## config.mk

```make
export PLATFORM = sky130hd
export DESIGN_NAME = frame_rx_parser
export DESIGN_NICKNAME = d
export VERILOG_FILES = /design/src/rtl/frame_rx_parser.sv
export SDC_FILE = /design/constraint.sdc
export NUM_CORES = 1
export LEC_CHECK = 0
export CAP_MARGIN = 30
export CORE_MARGIN = 2
export CORE_UTILIZATION = 30
export CTS_BUF_LIST = sky130_fd_sc_hd__clkbuf_4
export CTS_CLUSTER_DIAMETER = 100
export DETAILED_ROUTE_END_ITERATION = 12
export PLACE_DENSITY = 0.44
export SLEW_MARGIN = 20
export SYNTH_ARGS = -nofsm -noshare
export SYNTH_HDL_FRONTEND = slang
export SYNTH_SLANG_ARGS = --single-unit
export TNS_END_PERCENT = 5
```

## constraint.sdc

```tcl
create_clock -name clk -period 2.75 [get_ports clk]
set_input_delay 0.275 -clock clk [delete_from_list [all_inputs] [get_ports clk]]
set_output_delay 0.275 -clock clk [all_outputs]
set_load 0.02 [all_outputs]
```

## src/rtl/frame_rx_parser.sv

```systemverilog
// Receive-side frame parser: preamble/SFD strip, CRC-32 and length check,
// FCS-stripped payload stream, per-frame status and saturating counters.
module frame_rx_parser #(
  parameter int PRE_MIN = 7,
  parameter int MIN_LEN = 64,
  parameter int MAX_LEN = 1518
) (
  input  logic        clk,
  input  logic        rst,
  input  logic [7:0]  txd,
  input  logic        tx_en,
  output logic [7:0]  m_data,
  output logic        m_valid,
  output logic        m_sop,
  output logic        frame_done,
  output logic        crc_err,
  output logic        len_err,
  output logic        pre_err,
  output logic [15:0] good_cnt,
  output logic [15:0] bad_cnt
);

  localparam logic [3:0]  PRE_M   = 4'(PRE_MIN);
  localparam logic [15:0] MIN_L   = 16'(MIN_LEN);
  localparam logic [15:0] MAX_L   = 16'(MAX_LEN);
  localparam logic [31:0] RESIDUE = 32'hC704DD7B;

  typedef enum logic [1:0] {IDLE, PRE, DATA, DROP} state_t;

  state_t      state;
  logic [3:0]  pre_cnt;
  logic [15:0] len;
  logic [31:0] crc;
  logic [31:0] crc_rev;
  logic [31:0] pipe;
  logic [2:0]  fill;
  logic        sop_pend;
  logic        e_pre;
  logic        e_len;
  logic        en_q;
  logic        ending;
  logic        f_crc;
  logic        f_len;
  logic        f_pre;

  function automatic logic [31:0] crc_byte(
    input logic [31:0] c,
    input logic [7:0]  d
  );
    logic [31:0] r;
    r = c ^ {24'h0, d};
    for (int i = 0; i < 8; i++)
      r = r[0] ? ((r >> 1) ^ 32'hEDB88320) : (r >> 1);
    return r;
  endfunction

  // Residue constant is in normal bit order; register is reflected.
  always_comb begin
    crc_rev = '0;
    for (int i = 0; i < 32; i++)
      crc_rev[i] = crc[31-i];
  end

  always_comb begin
    ending = !tx_en && (state != IDLE);
    f_crc  = (state == DATA) && (crc_rev != RESIDUE);
    f_len  = (state == DATA) ? (len < MIN_L) : e_len;
    f_pre  = (state == PRE) ? 1'b1 : e_pre;
  end

  always_ff @(posedge clk) begin
    if (rst) begin
      state      <= IDLE;
      pre_cnt    <= '0;
      len        <= '0;
      crc        <= '1;
      pipe       <= '0;
      fill       <= '0;
      sop_pend   <= 1'b0;
      e_pre      <= 1'b0;
      e_len      <= 1'b0;
      en_q       <= tx_en;
      m_data     <= '0;
      m_valid    <= 1'b0;
      m_sop      <= 1'b0;
      frame_done <= 1'b0;
      crc_err    <= 1'b0;
      len_err    <= 1'b0;
      pre_err    <= 1'b0;
      good_cnt   <= '0;
      bad_cnt    <= '0;
    end else begin
      en_q       <= tx_en;
      m_valid    <= 1'b0;
      m_sop      <= 1'b0;
      frame_done <= 1'b0;
      if (ending) begin
        frame_done <= 1'b1;
        crc_err    <= f_crc;
        len_err    <= f_len;
        pre_err    <= f_pre;
        if (!(f_crc || f_len || f_pre)) begin
          if (good_cnt != 16'hFFFF)
            good_cnt <= good_cnt + 16'd1;
        end else if (bad_cnt != 16'hFFFF) begin
          bad_cnt <= bad_cnt + 16'd1;
        end
        state <= IDLE;
      end else begin
        unique case (state)
          IDLE: begin
            // Only a rising tx_en starts a frame, so a reset
            // mid-frame waits out the remainder.
            if (tx_en && !en_q) begin
              e_len <= 1'b0;
              if (txd == 8'h55) begin
                state   <= PRE;
                pre_cnt <= 4'd1;
                e_pre   <= 1'b0;
              end else begin
                state <= DROP;
                e_pre <= 1'b1;
              end
            end
          end
          PRE: begin
            if (txd == 8'h55) begin
              if (pre_cnt != 4'hF)
                pre_cnt <= pre_cnt + 4'd1;
            end else if (txd == 8'hD5 && pre_cnt >= PRE_M) begin
              state    <= DATA;
              crc      <= '1;
              len      <= '0;
              fill     <= '0;
              sop_pend <= 1'b1;
            end else begin
              state <= DROP;
              e_pre <= 1'b1;
            end
          end
          DATA: begin
            if (len == MAX_L) begin
              state <= DROP;
              e_len <= 1'b1;
            end else begin
              crc  <= crc_byte(crc, txd);
              len  <= len + 16'd1;
              pipe <= {pipe[23:0], txd};
              if (fill == 3'd4) begin
                m_valid  <= 1'b1;
                m_data   <= pipe[31:24];
                m_sop    <= sop_pend;
                sop_pend <= 1'b0;
              end else begin
                fill <= fill + 3'd1;
              end
            end
          end
          DROP: begin
          end
        endcase
      end
    end
  end

endmodule

```

== Yosys cells after proc, flatten, opt, wreduce, memory -nomap -nowiden ==
Cells that the tools add are included.
Storage, ports and cells
  word-level logic and storage cells: 138
  memories kept: 0
  memory bits (read-only): 0
  memory bits (writable): 0
  output and inout port bits: 46
  flip-flop bits (word level): 139
  input port bits: 11
  bits in latches: 0
Cells by class
  magnitude comparators: 2
  $add $sub $neg: 5
  multiply operators: 0
  reduce and logical (&&, ||, !) cells: 28
  multiplexer cells: 49
  bitwise logic cells: 14
  shift-type cells: 0
  equality and inequality tests: 21
  divide/modulo/power cells: 0
Operators by type and width (number)
  32-bit two-way mux: 11
  13-bit NOT with 14-bit output: 8
  32-bit case mux with 2 select lines: 1
  16-bit by 1-bit adder with 16-bit output (second input constant): 3
  16-bit two-way mux: 3
  16-bit inequality test (second input constant): 2
  32-bit inequality test (second input constant): 1
  16-bit case mux with 2 select lines: 1
  32-bit by 8-bit XOR with 32-bit output: 1
  6-bit AND reduction: 3
  16-bit by 11-bit equality test with 1-bit output (second input constant): 1
  16-bit by 7-bit < comparator with 1-bit output (second input constant): 1
  4-bit two-way mux: 4
  1-bit two-way mux: 15
  3-bit two-way mux: 4
  2-bit inequality test (second input constant): 6
  4-bit AND reduction: 3
  2-bit by 1-bit inequality test with 1-bit output (second input constant): 5
  5-bit AND reduction: 2
  3-bit AND reduction: 3
  8-bit by 7-bit equality test with 1-bit output (second input constant): 1
  8-bit equality test (second input constant): 1
  2-bit two-way mux: 4
  4-bit case mux with 2 select lines: 1
  20 further kinds: 34

== Depth between registers and ports, before layout ==
Gate-level depths: netlist of the first run.
  depth after elaboration: 19
  depth in mapped cells: 10
  gate-level depth less buffers: 8

== Worst setup path before layout of the first run ==
No wires, ideal clock.
  path type: reg2reg
  start point: register crc[22]
  end point: register good_cnt[5]
  library setup time: 0.070 ns
  arrival time: 2.460 ns
  required time: 2.680 ns
  period minus slack after synthesis: 2.530 ns
  stages on the path, launching flop included: 8
  buffers on the path: 1
  slack: 0.220 ns
  cells stage by stage: dfxtp_1 -> nand4b_1 -> or4_1 -> o31a_1 -> or3_4 -> buf_6 -> or4_1 -> a21oi_1
On the way
  word-level cells in the longest chain between the ends: 6
RTL lines
  start, declared: RTL line 33  | logic [31:0] crc;
  start signal, assigned: RTL line 146  | crc <= crc_byte(crc, txd);
  32-bit inequality test: RTL line 66  | f_crc = (state == DATA) && (crc_rev != RESIDUE);
  1-bit logical AND: RTL line 66
  1-bit logical OR (2 in a row): RTL line 102  | if (!(f_crc || f_len || f_pre)) begin
  1-bit NOT (no line)
  3-bit AND reduction (no line)
  end signal, assigned: RTL line 104  | good_cnt <= good_cnt + 16'd1;
  end, declared: RTL line 19  | output logic [15:0] good_cnt,
No other way between the ends.
A chain may end at the register's enable or synchronous reset.

== Worst setup path after layout of the first run ==
  start point: register crc[20]
  end point: register good_cnt[5]
The elaborated chain is that of the path after synthesis.

==> flow_metrics.py, run 1 <==
metrics = {
    "power": {
        "p_sw_frac": 0.416,
        "p_int_w": 0.00446,
        "ir_worst_vdd_v": 0.000493,
        "power.switching_w": 0.00318,
        "pwr-share-seq": 0.324,
        "power_frac_clock": 0.168,
        "p_per_area_nw_per_um2": 943,
        "leakage_nw": 2.75,
        "p_comb_frac": 0.508,
    },
    "floorplan": {
        "core_area_um2": 21700,
        "dieArea_um2": 23200,
        "initial_core_util": 0.305,
        "die_w_um": 152,
        "rows": 54,
        "io-pin-count": 57,
        "die_y_um": 152,
    },
    "clocking": {
        "root_buffer": "clkbuf_4",
        "cts_max_level": 4,
        "clkLatencyLatePin_ps": 570,
        "clkSinkCount": 139,
        "clk_path_buf_depth": 2,
        "cts_tree": "yes",
        "numCtsBuffers": 17,
        "clkTransAtPathRegs_ps": 120,
    },
    "finish": {
        "area_delta_synth_final_pct": 22.7,
        "fin_util": 0.374,
        "nets": 895,
        "fin_area_um2": 8110,
        "layout-drive-gt1-share": 0.115,
    },
    "drt": {
        "met2_length_um": 8230,
        "topRoutingLayerUsed": "met4",
        "drt-initial-drc-count": 243,
        "drt_pass1_iterations": 5,
        "ant_nets": 0,
        "drt-met1-wl_um": 8580,
        "drt-total-wl_um": 17800,
        "routed-via-count": 5873,
        "wl_per_cell_um": 15.2,
        "wl_met3_um": 658,
        "routed_via_density": 5.03,
        "drc": 0,
    },
    "synthesis": {
        "netlist_area_um2": 6610,
        "ys_ff_latch": 139,
        "synth_warnings": 0,
        "synth_top_area_cell": "dfxtp_1",
        "synthFlopType": "dfxtp_1",
        "ys_types": 58,
        "synth_cells": 785,
        "synth_edf_count": 0,
        "syn_avg_cell_area_um2": 8.42,
        "async_flop_share": 0,
        "synth_nets": 807,
        "ys_top_cells_by_area": "dfxtp_1, xnor2_1, nand2_1",
        "synth.yosys.seq_area_share": 0.421,
        "synth_top_area_frac": 0.421,
    },
    "timing": {
        "rsz0062_at_grt": "false",
        "tightest_slew_ps": 735,
        "final.min_clock_period_ps": 2620,
        "maxSlewHeadroom": 0.510,
        "hold_violations": 0,
        "slew_violations": 0,
        "setup_viol": 0,
        "setup-tns-final_ps": 0,
        "period_share": 0.953,
        "fin_ws_ps": 130,
        "skew_ps": 26.3,
        "fmax_mhz": 382,
    },
    "global_routing": {
        "antenna_found_initial": 1,
        "grt_start_max_net_pins": 65,
        "grt_pass1_wl_um": 29400,
        "grt_pass1_vias": 5801,
        "grtUsageTotal": 0.155,
        "grt_overflow": 0,
    },
    "outcome": {
        "outcome": "completed",
    },
    "place": {
        "dp_hpwl_um": 12400,
        "dpl-instance-area_um2": 7800,
        "place_congestion": 0.785,
        "pre_cts_ws_ps": 81.6,
        "io_buffers": 56,
    },
    "critical_path": {
        "start_kind": "flip-flop",
        "crit_path_end_kind": "flip-flop",
        "cp_max_fo": 11,
        "crit_type": "flip-flop to flip-flop",
        "crit_slowest_cell": "or4_1",
        "path_delay_family": "simple AND/OR/NAND/NOR gates",
        "crit_arrival_ps": 3110,
        "max_stage_delay_ps": 530,
        "cp_common_cell": "or4_1",
        "critPathRequiredTime_ps": 3240,
        "path_cells": "nand4b_1 -> or4_1 -> o31a_1 -> or3_4 -> or4_1 -> a21oi_2",
        "worst-path-buf-inv": 0,
    },
    "min_path": {
        "hp-class": "primary input to flip-flop",
    },
    "job": {
        "maxCapViolations": 0,
    },
}
logic make-up (layout without fill, tap and decap cells):
family	Yosys count	after routing	share of synthesized area
AO/OA/AOI/OAI	172	172	0.156
multiplexers	3	3	0.00492
XOR/XNOR	89	89	0.122
buffers and inverters	53	153	0.0312
AND/OR/NAND/NOR	318	319	0.244
adder cells (fa/ha/maj)	11	11	0.0208
other	0	1	0
flip-flops	139	139	0.421
state kept, by name, indices dropped and copies added, names as in the netlist:
name        count
len            16
state           2
pre_cnt         4
frame_done      1
pipe           32
en_q            1
crc_err         1
m_sop           1
m_data          8
crc            32
fill            3
pre_err         1
bad_cnt        16
e_len           1
sop_pend        1
good_cnt       16
len_err         1
m_valid         1
e_pre           1
final cells by class:
type                       instances  area, µm²
antenna                            1       2.50
clock buffer                      19        143
clock inverter                    13        120
fill                            2238      13600
inverter                          12       45.0
multi-input combinational        594       3640
sequential                       139       2790
tap                              280        350
timing repair buffer             109       1020
cell usage in the layout (no fill, tap or decap), types with 4 or more instances in the layout:
master and n:
inv_1 12, clkdlybuf4s50_1 55, o21ai_0 21, nor4_1 9, nand2b_1 4, nand2_1 127, nor3_1 16, a211oi_1 6
clkbuf_4 19, xor2_1 28, ha_1 11, nor2b_1 6, clkinv_4 4, o22ai_1 11, o31ai_1 9, dfxtp_1 137
or3_1 10, nor2_1 42, xnor2_1 58, nand3_1 20, nand4_1 18, a21oi_1 88, nand4b_1 6, buf_4 48
nor4b_1 6, o21a_1 4, nand3b_1 5, and2_1 5, or4_1 11, and3_1 17, buf_12 5, a211o_1 14
path summary, 6_finish.rpt:
kind	from	end	slack, ps	cells past startpoint
max	crc[20]$_SDFFE_PP1P_	good_cnt[5]$_SDFFE_PP0P_	130	6
min	tx_en	en_q$_DFF_P_	300	1
max reg2reg	crc[20]$_SDFFE_PP1P_	good_cnt[5]$_SDFFE_PP0P_	130	6
min reg2reg	pipe[27]$_SDFFE_PP0P_	m_data[3]$_SDFFE_PP0P_	450	2
timing repair:
| item | 4_1_cts | 5_1_grt |
|---|---|---|
| setup buffers | 0 | 1 |
| endpoints found under the hold margin | 0 | 1 |
| hold buffers | 0 | 1 |
| resized for setup | 0 | 5 |
| setup endpoints to repair | 0 | 6 |
per-layer routing:
layer / vias to the layer above / track usage
li1: 2954 / -
met1: 2776 / 0.204
met2: 116 / 0.249
met3: 27 / 0.0384
met4: 0 / 0.0503
met5: - / 0
stage by stage:
step                      std cells  power, W  hold slack (ps)
after floorplan                 785   0.00505              303
after global placement         1131   0.00634              442
after detailed placement       1131   0.00636              449
after CTS                      1163   0.00768             10.1
after global routing           1167   0.00821              274
final                          1167   0.00765              305
Yosys cell counts (all sizes together), types with 5 or more instances:
library cell / n
nand3b: 5
a21oi: 89
and3: 17
clkbuf: 40
o21ai: 24
nor4: 9
nand2: 127
nor2b: 6
a211o: 14
nand4: 18
xnor2: 59
dfxtp: 139
nor2: 43
o31ai: 9
and2: 6
inv: 12
or4: 11
xor2: 29
ha: 11
nor3: 17
nand4b: 6
o22ai: 11
nand3: 20
a211oi: 6
or3: 11
nor4b: 6
worst reg2reg max path, stage by stage (launching register included):
cell,delay (ps)
dfxtp_1,430
nand4b_1,120
or4_1,530
o31a_1,370
or3_4,480
or4_1,510
a21oi_2,140
power groups by stage:
stage / logic (W) / registers (W) / clock network (W)
detailed placement: 0.00383 / 0.00252 / 0
floorplan: 0.00255 / 0.00250 / 0
CTS: 0.00385 / 0.00248 / 0.00134
global placement: 0.00383 / 0.00252 / 0
global route: 0.00426 / 0.00252 / 0.00143
finish: 0.00388 / 0.00248 / 0.00128
(Power assumes the default switching activity.)
==> run 2, diff against run 1 <==
Settings changed: CTS_BUF_LIST sky130_fd_sc_hd__clkbuf_4 to sky130_fd_sc_hd__clkbuf_8, HOLD_SLACK_MARGIN set to 0.15, RECOVER_POWER set to 50.
==> run 2 against run 1 <==
Count of clock-buffer cells in the layout down 2. Critical path depth did not move. Largest cell class unchanged. Die area unchanged. Combinational power decreased by 3%. Sequential share of layout area decreased by 0.16 points. Sequential power is essentially flat. Utilization grew 0.20 points.
==> flow_metrics.py, run 2 (synthesis results as in run 1) <==
metrics = {
    "outcome": {
        "outcome": "completed",
    },
    "power": {
        "leakage_nw": 2.93,
        "ir_worst_vdd_v": 0.000493,
        "p_per_area_nw_per_um2": 957,
    },
    "global_routing": {
        "antenna_found_initial": 0,
        "grt_pass1_vias": 5835,
        "grt_start_max_net_pins": 65,
        "grt_overflow": 0,
        "grtUsageTotal": 0.155,
        "grt_pass1_wl_um": 29600,
    },
    "critical_path": {
        "start_kind": "flip-flop",
        "cp_max_fo": 11,
        "crit_path_start": "crc[18]$_SDFFE_PP1P_",
        "critPathRequiredTime_ps": 3130,
        "r2r_start": "crc[18]$_SDFFE_PP1P_",
        "max_stage_delay_ps": 530,
        "path_delay_family": "simple AND/OR/NAND/NOR gates",
        "crit_arrival_ps": 3000,
        "crit_type": "flip-flop to flip-flop",
        "cp_common_cell": "or4_1",
        "path_cells": "nand4b_1 -> or4_1 -> o31a_1 -> or3_4 -> or4_1 -> a21oi_2",
        "worst-path-buf-inv": 0,
        "crit_slowest_cell": "or4_1",
        "crit_path_end_kind": "flip-flop",
    },
    "timing": {
        "setup_viol": 0,
        "final.min_clock_period_ps": 2620,
        "setup-tns-final_ps": 0,
        "hold_violations": 0,
        "fmax_mhz": 382,
        "tightest_slew_ps": 722,
        "rsz0062_at_grt": "false",
        "period_share": 0.953,
        "skew_ps": 16.9,
        "fin_ws_ps": 129,
        "slew_violations": 0,
        "maxSlewHeadroom": 0.519,
    },
    "finish": {
        "nets": 895,
        "layout-drive-gt1-share": 0.108,
        "antenna_cells": 0,
        "area_delta_synth_final_pct": 23.4,
        "reg_top3": "crc: 32 flops, pipe: 32 flops",
        "final_cell_mix": "dfxtp_1, nand2_1, a21oi_1",
        "final_common_cell": "dfxtp_1",
        "layout.cells.non_filler": 1166,
    },
    "clocking": {
        "cts_max_level": 4,
        "cts_tree": "yes",
        "root_buffer": "clkbuf_8",
        "clkLatencyLatePin_ps": 460,
        "clkSinkCount": 139,
        "numCtsBuffers": 17,
        "clkTransAtPathRegs_ps": 90,
        "clk_path_buf_depth": 2,
    },
    "drt": {
        "routed-via-count": 5867,
        "drt-initial-drc-count": 238,
        "drc": 0,
        "routed_via_density": 5.03,
        "drt-total-wl_um": 17800,
        "wl_per_cell_um": 15.3,
        "drt_pass1_iterations": 5,
        "ant_nets": 0,
    },
    "floorplan": {
        "die_y_um": 152,
        "io-pin-count": 57,
        "core_area_um2": 21700,
        "initial_core_util": 0.305,
        "rows": 54,
        "die_w_um": 152,
        "dieArea_um2": 23200,
    },
    "min_path": {
        "hold_start": "pipe[27]$_SDFFE_PP0P_",
        "hp-class": "flip-flop to flip-flop",
    },
    "place": {
        "io_buffers": 56,
        "dp_hpwl_um": 12400,
        "dp_cells": 1131,
        "pre_cts_ws_ps": 81.6,
        "place_congestion": 0.785,
    },
    "job": {
        "maxCapViolations": 0,
    },
}
[run 2: cell types whose count changed in the layout (fill, tap and decap cells not counted), moves of 2 or more]
cell,previous run,this run
clkbuf_4,19,2
clkbuf_1,0,4
inv_1,12,14
buf_12,5,2
clkbuf_8,0,17
clkdlybuf4s50_1,55,8
buf_4,48,44
dlygate4sd3_1,1,48
[run 2: worst paths after layout]
check / endpoint / slack, ps / cells past startpoint
max: good_cnt[5]$_SDFFE_PP0P_ / 130 / 6
min: m_data[3]$_SDFFE_PP0P_ / 450 / 2
max reg2reg: good_cnt[5]$_SDFFE_PP0P_ / 130 / 6
min reg2reg: m_data[3]$_SDFFE_PP0P_ / 450 / 2
[run 2: final cells by class]
type,count,area [µm²]
fillers,2235,13500
multi-input cells,594,3640
flip-flops and latches,139,2790
repair buffers,109,966
well taps,280,350
clock buffers,17,234
clock inverters,15,128
inverters,12,45.0
[run 2: worst reg2reg max path, cell delays in order, from the launching register on]
cell,delay (ps)
dfxtp_1,340
nand4b_1,190
or4_1,530
o31a_1,360
or3_4,480
or4_1,510
a21oi_2,150
[run 2: repair_timing]
| action | 4_1_cts | 5_1_grt |
|---|---|---|
| resized for setup | 0 | 6 |
| hold buffers | 1 | 0 |
| buffers inserted | 0 | 1 |
| hold endpoints to repair | 1 | 0 |
| endpoints found under the setup margin | 0 | 5 |
[run 2: per-layer routing]
| layer | share of wire | global-route usage | vias to the layer above |
|---|---|---|---|
| li1 | - | - | 2949 |
| met1 | 0.48 | 0.204 | 2773 |
| met2 | 0.46 | 0.251 | 116 |
| met3 | 0.040 | 0.0384 | 29 |
| met4 | 0.019 | 0.0512 | 0 |
| met5 | 0 | 0 | - |
[run 2: report_power, final]
| group | switching, W | internal [W] | total [W] |
|---|---|---|---|
| Combinational | 0.00214 | 0.00162 | 0.00376 |
| Clock | 0.000844 | 0.000711 | 0.00156 |
| Sequential | 0.000220 | 0.00226 | 0.00248 |
| Total | 0.00321 | 0.00459 | 0.00780 |
[run 2: metrics by stage]
stage	cell area [µm²]	utilization	total power, W	hold WS (ps)
5_1_grt	8150	0.376	0.00836	465
3_5_place_dp	7800	0.360	0.00636	449
2_1_floorplan	6610	-	0.00505	303
4_1_cts	8180	0.377	0.00796	363
6_report	8150	0.376	0.00780	452
3_3_place_gp	7800	0.360	0.00634	442
